### config.mk
export PLATFORM = sky130hd
export DESIGN_NAME = pipe_issue_ctrl
export DESIGN_NICKNAME = d
export VERILOG_FILES = /design/src/rtl/pipe_issue_ctrl.sv
export SDC_FILE = /design/constraint.sdc
export NUM_CORES = 1
export LEC_CHECK = 0
export ABC_AREA = 1
export CORE_UTILIZATION = 58
export CTS_CLUSTER_DIAMETER = 30
export CTS_CLUSTER_SIZE = 12
export DETAILED_ROUTE_END_ITERATION = 16
export PLACE_DENSITY = 0.95
export SKIP_CTS_REPAIR_TIMING = 1
export SYNTH_ARGS = -nofsm -noshare
export SYNTH_HDL_FRONTEND = slang
export SYNTH_SLANG_ARGS = --single-unit
### constraint.sdc
create_clock -name clk -period 4.7 [get_ports clk]
set_input_delay 0.705 -clock clk [delete_from_list [all_inputs] [get_ports clk]]
set_output_delay 0.705 -clock clk [all_outputs]
set_load 0.005 [all_outputs]
### src/rtl/pipe_issue_ctrl.sv
// pipe_issue_ctrl: FIFO-buffered single-issue controller with RAW scoreboard and illegal-func drop.
// Define HAZARD_CHECK_EN to let the scoreboard gate issue; otherwise it is only observed.
module pipe_issue_ctrl #(
  parameter int DEPTH = 4,
  parameter int WB_LAT = 3
) (
  input  logic                       clk,
  input  logic                       rst,
  input  logic                       in_valid,
  output logic                       in_ready,
  input  logic [3:0]                 in_rs1,
  input  logic [3:0]                 in_rs2,
  input  logic [3:0]                 in_rd,
  input  logic [3:0]                 in_func,
  input  logic [7:0]                 in_addr,
  input  logic                       hold,
  output logic                       out_valid,
  output logic [3:0]                 out_rs1,
  output logic [3:0]                 out_rs2,
  output logic [3:0]                 out_rd,
  output logic [3:0]                 out_func,
  output logic [7:0]                 out_addr,
  output logic [15:0]                busy_mask,
  output logic [$clog2(DEPTH):0]     fifo_count,
  output logic                       err_illegal,
  output logic [15:0]                stall_cnt
);
  localparam int AW = $clog2(DEPTH);
  localparam logic [AW:0] FULL = (AW+1)'(DEPTH);
  logic [23:0] mem [DEPTH];
  logic [AW-1:0] wp, rp;
  logic [WB_LAT-1:0] sv;
  logic [3:0] srd [WB_LAT];
  logic [3:0] h_rs1, h_rs2, h_rd, h_func;
  logic [7:0] h_addr;
  logic empty, push, illegal, hazard, issue, pop, stall;
  assign {h_rs1, h_rs2, h_rd, h_func, h_addr} = mem[rp];
  assign empty = fifo_count == '0;
  assign in_ready = fifo_count < FULL;
  assign push = in_valid && in_ready;
  assign illegal = !empty && h_func[3:2] == 2'b11;
`ifdef HAZARD_CHECK_EN
  assign hazard = busy_mask[h_rs1] || busy_mask[h_rs2];
`else
  assign hazard = 1'b0;
`endif
  assign issue = !empty && !illegal && !hazard && !hold;
  assign pop = issue || illegal;
  assign stall = !empty && !illegal && !hold && hazard;
  always_comb begin
    busy_mask = '0;
    for (int i = 0; i < WB_LAT; i++)
      if (sv[i]) busy_mask[srd[i]] = 1'b1;
  end
  always_ff @(posedge clk)
    if (push) mem[wp] <= {in_rs1, in_rs2, in_rd, in_func, in_addr};
  always_ff @(posedge clk or posedge rst) begin
    if (rst) begin
      wp <= '0;
      rp <= '0;
      fifo_count <= '0;
      sv <= '0;
      for (int i = 0; i < WB_LAT; i++) srd[i] <= '0;
      out_valid <= 1'b0;
      {out_rs1, out_rs2, out_rd, out_func, out_addr} <= '0;
      err_illegal <= 1'b0;
      stall_cnt <= '0;
    end else begin
      if (push) wp <= wp + 1'b1;
      if (pop) rp <= rp + 1'b1;
      fifo_count <= fifo_count + (AW+1)'(push) - (AW+1)'(pop);
      sv[0] <= issue;
      srd[0] <= h_rd;
      for (int i = 1; i < WB_LAT; i++) begin
        sv[i] <= sv[i-1];
        srd[i] <= srd[i-1];
      end
      out_valid <= issue;
      if (issue) {out_rs1, out_rs2, out_rd, out_func, out_addr} <= {h_rs1, h_rs2, h_rd, h_func, h_addr};
      err_illegal <= illegal;
      if (stall && stall_cnt != 16'hFFFF) stall_cnt <= stall_cnt + 1'b1;
    end
  end
endmodule

==> summary.txt, run 1 <==
Logic synthesis
  • Post-synth EDFFs: 96
  • Syn avg cell area: 11.25 um^2
  • Post-synth ARST share: between 30% and 40%
  • Area leader, netlist: edfxtp_1
  • Top cells by area, synth: edfxtp_1 47%, dfrtp_1 19%, nand2_1 5.7%
  • Mapped Area: slightly above 0.006 mm^2
  • Synthesis-stage register bit count: 143
  • Post-Syn Instances: 540
  • Distinct cells, synth: 31
  • Top_reg_cell synth: edfxtp_1
  • Syn. warnings: 0
  • Seq/Total Area, Yosys: 66.83%
  • Share of the synthesized area in the top cell type: a little under half

Routing
  • Drt pass-1 iters: 5
  • DRT Wirelength: 13780 um
  • Routed WL per cell: 18.17 um
  • Vias per cell: 5.724
  • # DRC: 0
  • DR vias: 4339
  • Detailed router's first-iteration violation count: 427
  • Post-route ant nets: 0

Setup path
  • Critical Path, Cell by Cell: inv_2 -> nand2_1 -> nand2_1 -> nand3_2 -> nand2_2 -> ha_1 -> inv_1 -> ha_1 -> fa_1 -> xnor2_1 -> xor2_1
  • WP data arrival: 3600 ps
  • Crit. End Element: flip-flop
  • Slowest stage delay, CP: 950 ps
  • Reg2reg start: rp[1]$_DFFE_PP0P_
  • Worst path bufs/invs: 2
  • CP max-delay cell: dfrtp_1
  • Kind of critical path: reg -> reg
  • R2r setup slk: 1530 ps
  • Crit path launch type: flip-flop
  • Crit. Startpoint: rp[1]$_DFFE_PP0P_
  • Worst path top cell family by delay: flip-flops
  • Critical path peak fanout: 29
  • Req. time, crit path: 5140 ps

Pwr
  • Static leakage: 2.976 nW
  • Worst vdd ir: 0.0003695 V
  • Power Total: roughly 5 mW
  • Power per cell area: 677.6 mW/mm^2

Global route
  • Total gr overflow: 0
  • Vias in the first global route: 4519
  • Largest net degree at the start of global routing: slightly above 50
  • GRT Overall Usage: 26.63%
  • Initial antenna violation count: 0
  • Global-route wire length before repair: 21950 um

Place
  • I/O Buffers: 73
  • Dpl cells: ~730
  • Placed wire-length estimate: about 8300 um
  • Placement Setup Slack: 1623 ps
  • Placer congestion estimate: 0.9639

Cells and area
  • Area delta synth->final: 21.32%
  • Share of cells above drive strength 1: 9.440%
  • ANT cells: 0
  • Fin cells: 758
  • Finished Core Util: ~74%
  • Commonest non-fill, non-tap cell in the layout: edfxtp_1
  • Final #Nets: 647
  • Most frequent cells in the layout: 96 x edfxtp_1, 93 x nand2_1, 73 x clkdlybuf4s50_1

Clock network
  • CTS root buf: clkbuf_8
  • Number of buffers created by CTS: 17
  • CTS tree: yes
  • Clk slew on worst S/H paths: 60 ps
  • Clock Sinks: ~140
  • Skew-Pair Late Insertion Delay: 530 ps
  • CTS H-tree depth: 4
  • CTS max path bufs: 2

Die
  • Core area: between 0.009 and 0.01 mm^2
  • Die area: 0.01088 mm^2
  • Row count: 36
  • Die width: 104.3 um
  • I/O pin total: 90
  • Initial Utilization: between 60% and 70%
  • Die Ht: about 100 um

Hold path
  • Min-delay src: srd[4]$_DFF_PP0_
  • Hold Path Class: reg -> reg

Timing
  • Rel. slew slack: 32.38%
  • Setup TNS: 0 ps
  • Final Hold Vio Count: 0
  • Minimum clock period: 3167 ps
  • Count of pins over their slew limit: 0
  • Worst setup margin: 1533 ps
  • Worst Skew: around 9 ps
  • Setup-failing EPs final: 0
  • RSZ-0062 raised after global routing: no
  • Fin crit share: 67.39%
  • Slew @ Worst Pin: 1013 ps
  • Max frequency: roughly 320 MHz

Job
  • Maxcap violations: 0

Status
  • Status: complete, no violations
==> power by group <==
part / internal (mW) / total [mW] / switching [mW]
Clock: 0.769 / 1.28 / 0.514
Combinational: 0.710 / 1.76 / 1.05
Sequential: 1.69 / 1.95 / 0.268
Total: 3.16 / 4.99 / 1.83
==> through the flow <==
step / hold WS, ps / area (um^2)
after floorplan: 372.7 / 6130
after global placement: 410.5 / 6789
after detailed placement: 414.2 / 6789
after CTS: 428.3 / 7357
after global routing: 450.9 / 7368
final: 426.0 / 7368
==> synth_stat cells (4+ instances only) <==
master / n
o21ai_0: 43
buf_4: 23
ha_1: 6
o22ai_2: 4
buf_6: 4
nand3_1: 60
inv_1: 34
o22ai_1: 18
nor2_1: 65
nand2_1: 93
buf_2: 9
dfrtp_1: 47
edfxtp_1: 96
clkbuf_1: 4
a21oi_1: 5
nand2_2: 6
==> per-layer routing <==
metal  part of all wire [%]  vias up  GRT usage, %
met1                     38     2050         30.29
met3                    7.7       52         6.579
li1                       -     1971             -
met2                     51      266         45.46
met4                    3.6        0         15.71
met5                      0        -             0
==> registers in the layout (all words and copies together) (netlist names) <==
name	count
mem	96
srd	12
out_addr	8
out_func	4
out_rd	4
out_rs1	4
out_rs2	4
fifo_count	3
sv	3
rp	2
wp	2
err_illegal	1
==> area by class of cell <==
type | count | area, um^2
timing repair buffer | 78 | 772.0
inverter | 36 | 137.6
clock buffer | 19 | 431.7
clock inverter | 13 | 136.4
tap | 133 | 166.4
multi-input combinational | 336 | 1665
fill | 625 | 2586
sequential | 143 | 4059
==> cells by family after synthesis <==
| group | Yosys count | share of synthesized area [%] |
|---|---|---|
| fa+ha+maj | 7 | 1.566 |
| buf+inv | 76 | 6.840 |
| compound gates | 75 | 7.293 |
| simple gates | 234 | 16.83 |
| xor+xnor | 4 | 0.5769 |
| flops | 143 | 66.83 |
| other cells | 1 | 0.06175 |
==> path summary, 6_finish.rpt <==
| path | cells past startpoint | to |
|---|---|---|
| max in group asynchronous | 2 | out_rs1[3]$_DFFE_PP0P_ |
| worst min register to register | 0 | srd[0]$_DFF_PP0_ |
| worst max register to register | 11 | fifo_count[2]$_DFF_PP0_ |
| worst min-delay path | 0 | srd[0]$_DFF_PP0_ |
| min in group asynchronous | 2 | out_rd[0]$_DFFE_PP0P_ |
| worst max-delay path | 11 | fifo_count[2]$_DFF_PP0_ |
No activity file was read; power rests on OpenSTA's default activity.
==> run 2: changes to the inputs <==
--- a/config.mk
+++ b/config.mk
@@ -6,11 +6,11 @@
 export NUM_CORES = 1
 export LEC_CHECK = 0
 export ABC_AREA = 1
-export CORE_UTILIZATION = 58
+export CORE_UTILIZATION = 54
 export CTS_CLUSTER_DIAMETER = 30
 export CTS_CLUSTER_SIZE = 12
 export DETAILED_ROUTE_END_ITERATION = 16
-export PLACE_DENSITY = 0.95
+export PLACE_DENSITY = 0.91
 export SKIP_CTS_REPAIR_TIMING = 1
 export SYNTH_ARGS = -nofsm -noshare
 export SYNTH_HDL_FRONTEND = slang
==> constraint.sdc (replaced) <==
create_clock -name clk -period 3.2 [get_ports clk]
set_input_delay 0.48 -clock clk [delete_from_list [all_inputs] [get_ports clk]]
set_output_delay 0.48 -clock clk [all_outputs]
set_load 0.005 [all_outputs]
==> run 2 against run 1 <==
  * Sequential share of layout area about the same
  * Flip-flop and latch count unchanged
  * Setup slack got worse by 1100 ps
  * Clock skew decreased by 0.92 ps
  * Largest cell class unchanged
  * Critical endpoint is now busy_mask[13]
==> summary.txt, run 2 (same netlist as run 1, synthesis figures left out) <==
Timing
  • RSZ-0062 raised after global routing: no
  • Final Hold Vio Count: 0
  • Count of pins over their slew limit: 0
  • Rel. slew slack: 33.28%
  • Worst Skew: just over 8 ps
  • Minimum clock period: roughly 2800 ps
  • Setup TNS: 0 ps
  • Fin crit share: 86.92%
  • Slew @ Worst Pin: between 900 and 1000 ps
  • Setup-failing EPs final: 0
  • Max frequency: approximately 360 MHz

Pwr
  • Worst vdd ir: 0.0005815 V
  • Power per cell area: 993.8 mW/mm^2
  • Static leakage: 2.985 nW

Routing
  • Vias per cell: 5.663
  • # DRC: 0
  • Routed WL per cell: about 18 um
  • DR vias: 4338
  • Detailed router's first-iteration violation count: 345
  • Drt pass-1 iters: 5
  • DRT Wirelength: 13880 um
  • Post-route ant nets: 0

Global route
  • Total gr overflow: 0
  • Met1 Use GR: between 20% and 30%
  • GRT met3 Usage: 6.389%
  • Initial antenna violation count: 0
  • Vias in the first global route: around 4500
  • GRT Overall Usage: roughly a quarter
  • Largest net degree at the start of global routing: 52
  • Global-route wire length before repair: 22180 um
  • GR met2 Demand/Resource: 45.54%
  • GR peak layer: met2

Setup path
  • WP data arrival: 2300 ps
  • Kind of critical path: reg -> out
  • Reg2reg start: rp[0]$_DFFE_PP0P_
  • Crit. End Element: primary output
  • Crit path launch type: flip-flop
  • Req. time, crit path: 2720 ps
  • Reg2reg path depth: 13
  • R2r setup slk: 470 ps
  • Critical Path, Cell by Cell: inv_1 -> nor3_1 -> nand2_1 -> o311ai_0 -> clkdlybuf4s50_1
  • Critical path peak fanout: 11
  • CP max-delay cell: clkdlybuf4s50_1
  • Slowest stage delay, CP: 570 ps
  • Worst reg2reg endpoint: fifo_count[2]$_DFF_PP0_

Die
  • Die Ht: between 100 and 150 um
  • Die area: 0.01167 mm^2
  • Initial Utilization: 55.78%
  • Die width: 108.1 um
  • Core area: between 0.01 and 0.015 mm^2
  • I/O pin total: 90
  • Row count: 38

Cells and area
  • Area delta synth->final: 21.36%
  • Share of cells above drive strength 1: 8.946%
  • Fillers: 746
  • Commonest non-fill, non-tap cell in the layout: edfxtp_1
  • ANT cells: 0
  • Most frequent cells in the layout: 96 x edfxtp_1, 93 x nand2_1, 73 x clkdlybuf4s50_1
  • Fin area: 0.007371 mm^2
  • Max FFs per register: 96
  • Largest reg by FF count: mem
  • Final #Nets: 648
  • Area of the multi-input gates: 0.001665 mm^2
  • FF+latch area: 0.004059 mm^2

Place
  • I/O Buffers: 73
  • Placed standard-cell area: a little under 0.007 mm^2
  • Placed wire-length estimate: around 8600 um
  • Placer congestion estimate: 0.8282

Clock network
  • Clock Sinks: 143
  • Skew-Pair Late Insertion Delay: 520 ps
  • Number of buffers created by CTS: 17
  • CTS H-tree depth: 4
  • CTS tree: yes
  • CTS max path bufs: 2
  • CTS root buf: clkbuf_8
  • Clk slew on worst S/H paths: around 60 ps

Job
  • Maxcap violations: 0

Hold path
  • Min-delay src: srd[10]$_DFF_PP0_
  • Worst Hold Depth: 0
  • Hold Path Class: reg -> reg
  • Hold EP: srd[6]$_DFF_PP0_

Status
  • Status: complete, no violations
-- run 2: metal layers --
| metal | vias up | routed length, um |
|---|---|---|
| met5 | - | 0 |
| met4 | 0 | 496 |
| met1 | 2090 | 5022 |
| met3 | 41 | 1144 |
| met2 | 243 | 7212 |
| li1 | 1964 | - |
-- run 2: critical path, delay by kind of cell (launching register included) --
family / cells / cell delay (ps)
flops: 1 / 520
buf+inv: 2 / 670
simple gates: 2 / 450
compound gates: 1 / 130
-- run 2: how the worst max path moves through the flow --
| stage | from | end | slack (ps) | cells after the start |
|---|---|---|---|---|
| 5_1_grt | sv[0]$_DFF_PP0_ | busy_mask[13] | 260 | 5 |
| 4_1_cts | sv[0]$_DFF_PP0_ | busy_mask[13] | 400 | 5 |
| 2_1_floorplan | rp[0]$_DFFE_PP0P_ | fifo_count[2]$_DFF_PP0_ | 990 | 14 |
| 3_5_place_dp | rp[0]$_DFFE_PP0P_ | fifo_count[2]$_DFF_PP0_ | 520 | 13 |
| 6_report | sv[0]$_DFF_PP0_ | busy_mask[13] | 420 | 5 |
| 3_3_place_gp | hold | fifo_count[2]$_DFF_PP0_ | 650 | 10 |
-- run 2: where the power goes --
part	internal (mW)	switching (mW)
Combinational	1.05	1.62
Sequential	2.48	0.322
Clock	1.16	0.694
Total	4.69	2.63
-- run 2: layout make-up --
class / count / share of cell area [%]
flip-flops and latches: 143 / 55.07
multi-input cells: 336 / 22.59
repair buffers: 79 / 10.52
clock buffers: 25 / 6.434
well taps: 140 / 2.377
inverters: 36 / 1.867
clock inverters: 7 / 1.137
-- run 2: per-stage QoR --
| stage | util (%) | instances | setup slack, ps | hold WS [ps] | power [mW] |
|---|---|---|---|---|---|
| 2_1_floorplan | - | 555 | 986.1 | 372.7 | 4.451 |
| 3_3_place_gp | 62.57 | 734 | 647.9 | 403.6 | 5.275 |
| 3_5_place_dp | 62.57 | 734 | 515.5 | 410.8 | 5.454 |
| 4_1_cts | 67.70 | 766 | 395.3 | 423.9 | 7.349 |
| 5_1_grt | 67.70 | 766 | 263.9 | 445.9 | 7.746 |
| 6_report | 67.70 | 766 | 418.4 | 418.7 | 7.325 |
==> run 3: changes to the inputs <==
--- a/config.mk
+++ b/config.mk
@@ -12,6 +12,7 @@
 export DETAILED_ROUTE_END_ITERATION = 16
 export PLACE_DENSITY = 0.91
 export SKIP_CTS_REPAIR_TIMING = 1
+export SKIP_LAST_GASP = 1
 export SYNTH_ARGS = -nofsm -noshare
 export SYNTH_HDL_FRONTEND = slang
 export SYNTH_SLANG_ARGS = --single-unit
==> results of run 3 <==
Same layout as run 2: the final DEF is identical, and so are final timing and power.
